<file path="config.mk">
export PLATFORM = sky130hd
export DESIGN_NAME = znmi_multi_flat
export DESIGN_NICKNAME = d
export VERILOG_FILES = /design/src/rtl/znmi_multi_if.sv /design/src/rtl/znmi_multi.sv /design/src/flat_wrapper.sv
export SDC_FILE = /design/constraint.sdc
export NUM_CORES = 1
export LEC_CHECK = 0
export CORE_MARGIN = 1.5
export CORE_UTILIZATION = 35
export CTS_BUF_LIST = sky130_fd_sc_hd__clkbuf_16
export DETAILED_ROUTE_END_ITERATION = 12
export GPL_TIMING_DRIVEN = 1
export SLEW_MARGIN = 20
export SYNTH_ARGS = -nofsm -noshare
export SYNTH_HDL_FRONTEND = slang
export SYNTH_SLANG_ARGS = --single-unit
</file>
<file path="constraint.sdc">
create_clock -name fclk -period 4.3 [get_ports fclk]
set_input_delay 0.86 -clock fclk [delete_from_list [all_inputs] [get_ports fclk]]
set_output_delay 0.86 -clock fclk [all_outputs]
set_load 0.02 [all_outputs]
</file>
<file path="src/rtl/znmi_multi_if.sv">
// Request/control and status bundle for the multi-source NMI controller.
// The master side drives the Z80 strobes and requests; the slave side is the controller.
interface znmi_multi_if #(
  parameter int NSRC = 4
);
  logic            zpos;
  logic            int_start;
  logic            rfsh_n;
  logic [NSRC-1:0] set_nmi;
  logic [NSRC-1:0] src_en;
  logic            sync_mode;
  logic            clr_nmi;
  logic            in_nmi;
  logic            gen_nmi;
  logic [NSRC-1:0] nmi_cause;
  logic [NSRC-1:0] pending;
  logic [NSRC-1:0] lost_nmi;

  modport master (
    output zpos, int_start, rfsh_n, set_nmi, src_en, sync_mode, clr_nmi,
    input  in_nmi, gen_nmi, nmi_cause, pending, lost_nmi
  );

  modport slave (
    input  zpos, int_start, rfsh_n, set_nmi, src_en, sync_mode, clr_nmi,
    output in_nmi, gen_nmi, nmi_cause, pending, lost_nmi
  );
endinterface

</file>
<file path="src/rtl/znmi_multi.sv">
// Multi-source NMI controller: falling-edge requests, lowest-index priority,
// fixed-length NMI_N pulse and refresh-counted exit from NMI mode.
module znmi_multi #(
  parameter int NSRC      = 4,
  parameter int PULSE_LEN = 16,
  parameter int CLR_RFSH  = 3
) (
  input  logic          fclk,
  input  logic          rst_n,
  znmi_multi_if.slave   bus
);
  localparam int              PW         = $clog2(PULSE_LEN + 1);
  localparam logic [PW-1:0]   PULSE_INIT = PW'(PULSE_LEN);
  localparam logic [3:0]      CLR_INIT   = 4'(CLR_RFSH);

  logic [NSRC-1:0] set_nmi_q;
  logic [NSRC-1:0] pending_q, pending_d;
  logic [NSRC-1:0] lost_q, lost_d;
  logic [NSRC-1:0] cause_q, cause_d;
  logic [NSRC-1:0] req, lowest, accept;
  logic            in_nmi_q, in_nmi_d;
  logic            clr_busy_q, clr_busy_d;
  logic [PW-1:0]   pulse_q, pulse_d;
  logic [3:0]      clr_cnt_q, clr_cnt_d;
  logic            strobe, fire, clr_done;

  assign req      = set_nmi_q & ~bus.set_nmi;
  // Two's-complement trick isolates the lowest set bit of the pending vector.
  assign lowest   = pending_q & (~pending_q + NSRC'(1));
  assign strobe   = bus.sync_mode ? bus.int_start : bus.zpos;
  assign fire     = (|pending_q) & ~in_nmi_q & ~clr_busy_q & strobe;
  assign accept   = fire ? lowest : '0;
  assign clr_done = clr_busy_q & (clr_cnt_q == 4'd0);

  for (genvar gi = 0; gi < NSRC; gi++) begin : g_src
    assign pending_d[gi] = ~bus.src_en[gi] ? 1'b0 :
                           req[gi]         ? 1'b1 :
                           accept[gi]      ? 1'b0 : pending_q[gi];
    assign lost_d[gi]    = (req[gi] & pending_q[gi] & bus.src_en[gi] & ~accept[gi]) ? 1'b1 :
                           bus.clr_nmi     ? 1'b0 : lost_q[gi];
  end

  always_comb begin
    in_nmi_d   = in_nmi_q;
    cause_d    = cause_q;
    clr_busy_d = clr_busy_q;
    clr_cnt_d  = clr_cnt_q;
    pulse_d    = (pulse_q != '0) ? pulse_q - PW'(1) : pulse_q;
    if (fire) begin
      in_nmi_d = 1'b1;
      cause_d  = lowest;
      pulse_d  = PULSE_INIT;
    end
    // fire and clr_done are exclusive since fire needs clr_busy low.
    if (bus.clr_nmi) begin
      clr_cnt_d  = CLR_INIT;
      clr_busy_d = 1'b1;
    end else if (clr_done) begin
      in_nmi_d   = 1'b0;
      cause_d    = '0;
      clr_busy_d = 1'b0;
    end else if (clr_busy_q & bus.zpos & ~bus.rfsh_n) begin
      clr_cnt_d  = clr_cnt_q - 4'd1;
    end
  end

  always_ff @(posedge fclk or negedge rst_n) begin
    if (!rst_n) begin
      set_nmi_q  <= '0;
      pending_q  <= '0;
      lost_q     <= '0;
      cause_q    <= '0;
      in_nmi_q   <= 1'b0;
      clr_busy_q <= 1'b0;
      clr_cnt_q  <= 4'd0;
      pulse_q    <= '0;
    end else begin
      set_nmi_q  <= bus.set_nmi;
      pending_q  <= pending_d;
      lost_q     <= lost_d;
      cause_q    <= cause_d;
      in_nmi_q   <= in_nmi_d;
      clr_busy_q <= clr_busy_d;
      clr_cnt_q  <= clr_cnt_d;
      pulse_q    <= pulse_d;
    end
  end

  assign bus.in_nmi    = in_nmi_q;
  assign bus.gen_nmi   = (pulse_q != '0);
  assign bus.nmi_cause = cause_q;
  assign bus.pending   = pending_q;
  assign bus.lost_nmi  = lost_q;
endmodule
</file>
<file path="src/flat_wrapper.sv">
// flat-port wrapper written by rule: the top's interface ports become plain ports
module znmi_multi_flat 
#(
  parameter int NSRC      = 4,
  parameter int PULSE_LEN = 16,
  parameter int CLR_RFSH  = 3
)
  (fclk, rst_n, bus_zpos, bus_int_start, bus_rfsh_n, bus_set_nmi, bus_src_en, bus_sync_mode, bus_clr_nmi, bus_in_nmi, bus_gen_nmi, bus_nmi_cause, bus_pending, bus_lost_nmi);
  znmi_multi_if #(.NSRC(NSRC)) bus_i ();
  input  logic fclk;
  input  logic rst_n;
  input wire logic [$bits(bus_i.zpos)-1:0] bus_zpos;
  input wire logic [$bits(bus_i.int_start)-1:0] bus_int_start;
  input wire logic [$bits(bus_i.rfsh_n)-1:0] bus_rfsh_n;
  input wire logic [$bits(bus_i.set_nmi)-1:0] bus_set_nmi;
  input wire logic [$bits(bus_i.src_en)-1:0] bus_src_en;
  input wire logic [$bits(bus_i.sync_mode)-1:0] bus_sync_mode;
  input wire logic [$bits(bus_i.clr_nmi)-1:0] bus_clr_nmi;
  output wire logic [$bits(bus_i.in_nmi)-1:0] bus_in_nmi;
  output wire logic [$bits(bus_i.gen_nmi)-1:0] bus_gen_nmi;
  output wire logic [$bits(bus_i.nmi_cause)-1:0] bus_nmi_cause;
  output wire logic [$bits(bus_i.pending)-1:0] bus_pending;
  output wire logic [$bits(bus_i.lost_nmi)-1:0] bus_lost_nmi;
  assign bus_i.zpos = bus_zpos;
  assign bus_i.int_start = bus_int_start;
  assign bus_i.rfsh_n = bus_rfsh_n;
  assign bus_i.set_nmi = bus_set_nmi;
  assign bus_i.src_en = bus_src_en;
  assign bus_i.sync_mode = bus_sync_mode;
  assign bus_i.clr_nmi = bus_clr_nmi;
  assign bus_in_nmi = bus_i.in_nmi;
  assign bus_gen_nmi = bus_i.gen_nmi;
  assign bus_nmi_cause = bus_i.nmi_cause;
  assign bus_pending = bus_i.pending;
  assign bus_lost_nmi = bus_i.lost_nmi;
  znmi_multi #(.NSRC(NSRC), .PULSE_LEN(PULSE_LEN), .CLR_RFSH(CLR_RFSH)) u_core (.fclk(fclk), .rst_n(rst_n), .bus(bus_i));
endmodule
</file>
==> results_tabular.tex <==
\begin{tabular}{lr}
\hline
Metric & Value \\
\hline
\multicolumn{2}{l}{\textbf{Die}} \\
\quad Starting density of the core & 0.371 \\
\quad Horizontal extent of the die & between 60 and 70 um \\
\quad Die Y-Extent & about 63 um \\
\quad Top-level port count & 29 \\
\quad Core Box Area & 3390 um\^{}2 \\
\quad Num rows & 21 \\
\quad Die area & 3960 um\^{}2 \\
\multicolumn{2}{l}{\textbf{Placement}} \\
\quad Post-detailed-placement half-perimeter wirelength & 1870 um \\
\quad Routability congestion estimate & 0.699 \\
\quad Instance count after placement with tap cells included & approximately 190 \\
\quad Count of buffers from port buffering & 28 \\
\multicolumn{2}{l}{\textbf{Global routing}} \\
\quad Routing layer with the top usage in global route & met2 \\
\quad Largest net degree at the start of global routing & 28 \\
\quad Residual overflow from global routing & 0 \\
\quad Number of antenna violations at the first check in global routing & 0 \\
\quad Number of global-route vias before repair & 950 \\
\quad Global-route wire length before repair & 4490 um \\
\quad Met3 GRT Util & 0.0360 \\
\quad Met1 track demand over resource in global routing & 0.206 \\
\quad Overall routing resource usage & 0.146 \\
\quad Grt met2 use & 0.218 \\
\multicolumn{2}{l}{\textbf{Drt}} \\
\quad Routed wire per std cell & between 10 and 15 um \\
\quad Routed wire length & roughly 2500 um \\
\quad Initial drt markers & 38 \\
\quad Detailed-route DRC error count & 0 \\
\quad Number of nets with antenna violations after detailed routing & 0 \\
\quad Vias per inst & $\sim$5 \\
\quad Initial DRT Pass Iterations & 4 \\
\quad Number of vias in the routed layout & approximately 960 \\
\multicolumn{2}{l}{\textbf{Yosys}} \\
\quad Main area contributors after synthesis & sky130\_fd\_sc\_hd\_\_dfrtp\_1 54\%, sky130\_fd\_sc\_hd\_\_inv\_1 3.9\%, sky130\_fd\_sc\_hd\_\_o21ai\_0 3.2\% \\
\quad Yosys warning count & 0 \\
\quad Multiplexer fraction of the synthesized cell area & 0.0418 \\
\quad Share of synthesized area occupied by flip-flops and latches & 0.538 \\
\quad Synth Cell Area & around 1300 um\^{}2 \\
\quad Fraction of the mapped netlist area in compound gates & 0.141 \\
\quad Post-synth net total & 131 \\
\quad Adder-Cell Fraction of Synth Area & 0.0199 \\
\quad Share of Yosys cell area claimed by the top area cell type & 0.538 \\
\quad Count of unique library cells instantiated by Yosys & 36 \\
\quad Fraction of the mapped netlist area in simple logic gates & 0.194 \\
\quad Largest family of logic cells by synthesized area & simple AND/OR/NAND/NOR gates \\
\quad Synth Instances & 114 \\
\quad FF+latch count, synth & 27 \\
\quad XOR/XNOR share of the synthesized area & 0.0139 \\
\quad Cell type with the largest total area after synthesis & sky130\_fd\_sc\_hd\_\_dfrtp\_1 \\
\quad Post-synthesis area per instance & roughly 11 um\^{}2 \\
\multicolumn{2}{l}{\textbf{Finish}} \\
\quad Count of filler cells inserted in the layout & $\sim$320 \\
\quad Top library cells by usage in the layout, fill and taps aside & 28 x sky130\_fd\_sc\_hd\_\_clkdlybuf4s50\_1, 27 x sky130\_fd\_sc\_hd\_\_dfrtp\_1, 13 x sky130\_fd\_sc\_hd\_\_inv\_1, 8 x sky130\_fd\_sc\_hd\_\_o21ai\_0, 8 x sky130\_fd\_sc\_hd\_\_nand2\_1 \\
\quad Total number of nets in the final design & 163 \\
\quad Most common cell after layout, fill and taps aside & sky130\_fd\_sc\_hd\_\_clkdlybuf4s50\_1 \\
\quad Area of combinational cells with multiple inputs & roughly 520 um\^{}2 \\
\quad Final Core Density & 0.492 \\
\quad Area Overhead vs Synth & 32.7\% \\
\quad Final Instance Count excl. Fillers & 191 \\
\quad Fraction of layout cells with a size suffix above 1 & 0.110 \\
\quad Number of diodes added for antenna fixing & 0 \\
\quad Area of all sequential standard cells & slightly below 700 um\^{}2 \\
\multicolumn{2}{l}{\textbf{Clock tree}} \\
\quad Cells resized by post-CTS repair & 0 \\
\quad Clk pin slew, worst setup/hold paths & $\sim$0.07 ns \\
\quad CTS H-tree depth & 1 \\
\quad CTS sink count & 27 \\
\quad Cts-stage hold buffer count & 0 \\
\quad Max clock buf depth & 2 \\
\quad Clock tree root driver cell & sky130\_fd\_sc\_hd\_\_clkbuf\_16 \\
\quad Clk Latency, worst-skew pair & roughly 0.26 ns \\
\quad Num CTS Buffers & 3 \\
\quad Buffers inserted by post-CTS timing repair & 0 \\
\quad TritonCTS clock tree & yes \\
\multicolumn{2}{l}{\textbf{STA}} \\
\quad Worst hold slack & between 0.4 and 0.5 ns \\
\quad Worst clock skew & around 0.0019 ns \\
\quad Number of max-slew violations in the final report & 0 \\
\quad Total count of hold-check failures in the final report & 0 \\
\quad Crit path time final & $\sim$2.9 ns \\
\quad Highest clock rate & between 300 and 400 MHz \\
\quad \# setup viols final & 0 \\
\quad Unrepaired setup endpoints after global routing & false \\
\quad Pin slew with the least headroom to its limit & around 0.47 ns \\
\quad Share of the clock period used by the worst path after layout & 0.671 \\
\quad Total negative slack & 0 ns \\
\quad Slew headroom & 0.681 \\
\multicolumn{2}{l}{\textbf{Setup path}} \\
\quad Maximum net fanout on the critical path & 6 \\
\quad Launch point of the critical path & u\_core.pulse\_q[0] \\
\quad Series of cell instances along the critical path & inv\_1 > ha\_1 > or4b\_4 > clkdlybuf4s50\_1 \\
\quad Data required time at the worst endpoint & $\sim$3.4 ns \\
\quad Reg2Reg Launch Point & u\_core.pulse\_q[0] \\
\quad Critical path type & flip-flop to output pin \\
\quad CP arrival & around 2.0 ns \\
\quad Slowest cell delay on critical path & 0.56 ns \\
\quad Setup crit start kind & flip-flop \\
\quad Slowest library cell on the worst path & sky130\_fd\_sc\_hd\_\_clkdlybuf4s50\_1 \\
\quad FF-to-FF setup slack & between 2 and 3 ns \\
\quad Endpoint of the worst register-to-register path & u\_core.pulse\_q[0] \\
\quad Category of the worst setup path capture point & output pin \\
\quad Path depth of the worst reg2reg path & 5 \\
\multicolumn{2}{l}{\textbf{Power and ir drop}} \\
\quad P per Cell Area & $\sim$450 nW/um\^{}2 \\
\quad Net switching share of the total power & 0.293 \\
\quad VDD IR max & 0.000167 V \\
\quad Static leakage & roughly 0.72 nW \\
\quad Sequential share of power & 0.446 \\
\quad Proportion of power drawn by the clock network & 0.284 \\
\quad Switching power of the nets & $\sim$0.22 mW \\
\quad Part of the power in combinational logic & 0.271 \\
\quad Internal portion of total power & 0.530 mW \\
\multicolumn{2}{l}{\textbf{Min path}} \\
\quad Worst hold-check path type & flip-flop to flip-flop \\
\quad Min-Delay Endpoint & u\_core.bus.lost\_nmi[3] \\
\quad Cell depth of the worst min-delay path & 1 \\
\quad Worst Hold Launch & u\_core.bus.lost\_nmi[3] \\
\multicolumn{2}{l}{\textbf{Job}} \\
\quad Count of max-cap constraint violations & 0 \\
\multicolumn{2}{l}{\textbf{Status}} \\
\quad Status & completed \\
\hline
\end{tabular}
## critical path, delay by kind of cell, from the launching register on
family | cells | cell delay (ns)
AND/OR/NAND/NOR | 1 | 0.53
buffers and inverters | 2 | 0.63
flip-flops | 1 | 0.41
adder cells (fa/ha/maj) | 1 | 0.20
## registers in the layout, indices dropped and copies added (netlist names)
name / flops
u_core.bus.pending: 4
u_core.clr_busy_q: 1
u_core.set_nmi_q: 4
u_core.clr_cnt_q: 4
u_core.pulse_q: 5
u_core.bus.in_nmi: 1
u_core.bus.lost_nmi: 4
u_core.bus.nmi_cause: 4
## metal layers
metal | up-vias | wire (um)
met5 | - | 0
met4 | 0 | 38
met3 | 5 | 107
met2 | 26 | 1110
met1 | 453 | 1280
li1 | 472 | -
## Yosys cell counts
| library cell | count |
|---|---|
| sky130_fd_sc_hd__or4b_4 | 1 |
| sky130_fd_sc_hd__o32ai_1 | 2 |
| sky130_fd_sc_hd__ha_1 | 2 |
| sky130_fd_sc_hd__or3_1 | 2 |
| sky130_fd_sc_hd__a21oi_1 | 2 |
| sky130_fd_sc_hd__o21ai_0 | 8 |
| sky130_fd_sc_hd__clkbuf_1 | 1 |
| sky130_fd_sc_hd__nand2_1 | 8 |
| sky130_fd_sc_hd__nor2_1 | 5 |
| sky130_fd_sc_hd__a211oi_2 | 1 |
| sky130_fd_sc_hd__nand3_1 | 2 |
| sky130_fd_sc_hd__nor3_1 | 5 |
| sky130_fd_sc_hd__nand2b_1 | 3 |
| sky130_fd_sc_hd__o311ai_0 | 2 |
| sky130_fd_sc_hd__or4_1 | 1 |
| sky130_fd_sc_hd__o21a_1 | 1 |
| sky130_fd_sc_hd__xnor2_1 | 2 |
| sky130_fd_sc_hd__a32o_1 | 2 |
| sky130_fd_sc_hd__nor2b_1 | 1 |
| sky130_fd_sc_hd__mux2_2 | 2 |
| sky130_fd_sc_hd__inv_1 | 13 |
| sky130_fd_sc_hd__and3b_1 | 1 |
| sky130_fd_sc_hd__nand3b_1 | 4 |
| sky130_fd_sc_hd__nor4_2 | 1 |
| sky130_fd_sc_hd__buf_6 | 1 |
| sky130_fd_sc_hd__a21o_1 | 1 |
| sky130_fd_sc_hd__mux2i_1 | 3 |
| sky130_fd_sc_hd__or2_1 | 1 |
| sky130_fd_sc_hd__nor3_4 | 1 |
| sky130_fd_sc_hd__o2bb2ai_1 | 1 |
| sky130_fd_sc_hd__or3b_2 | 1 |
| sky130_fd_sc_hd__dfrtp_1 | 27 |
| sky130_fd_sc_hd__nor3b_2 | 1 |
| sky130_fd_sc_hd__o211a_1 | 1 |
| sky130_fd_sc_hd__nor4_1 | 1 |
| sky130_fd_sc_hd__a31o_2 | 3 |
## metrics by stage
step	setup WS [ns]	area, um^2	total power, mW
5_1_grt	1.35	1670	0.799
2_1_floorplan	2.22	1260	0.466
4_1_cts	1.40	1670	0.758
6_report	1.42	1670	0.749
3_5_place_dp	1.70	1590	0.543
3_3_place_gp	1.75	1590	0.535
## cell type report
| type | count | area share |
|---|---|---|
| clock buffer | 3 | 0.0450 |
| tap | 46 | 0.0345 |
| multi-input combinational | 72 | 0.310 |
| sequential | 27 | 0.405 |
| clock inverter | 1 | 0.00300 |
| inverter | 13 | 0.0293 |
| timing repair buffer | 29 | 0.173 |
## power by group through the flow
stage	clock network (mW)	registers, mW	logic, mW
floorplan	0	0.348	0.118
global placement	0	0.336	0.199
detailed placement	0	0.339	0.204
CTS	0.218	0.334	0.206
global route	0.230	0.342	0.227
finish	0.213	0.334	0.203
## how the worst max path moves through the flow
stage / to / depth (start not counted)
final: bus_gen_nmi / 4
after CTS: bus_gen_nmi / 4
after detailed placement: bus_gen_nmi / 4
after global placement: bus_gen_nmi / 4
after floorplan: bus_gen_nmi / 4
after global routing: bus_gen_nmi / 4
## logic make-up after synthesis
logic type	after synthesis
AO/OA/AOI/OAI	24
XOR/XNOR	2
adder cells (fa/ha/maj)	2
buffers and inverters	15
flip-flops	27
multiplexers	5
AND/OR/NAND/NOR	39
No activity file was read; power rests on OpenSTA's default activity.
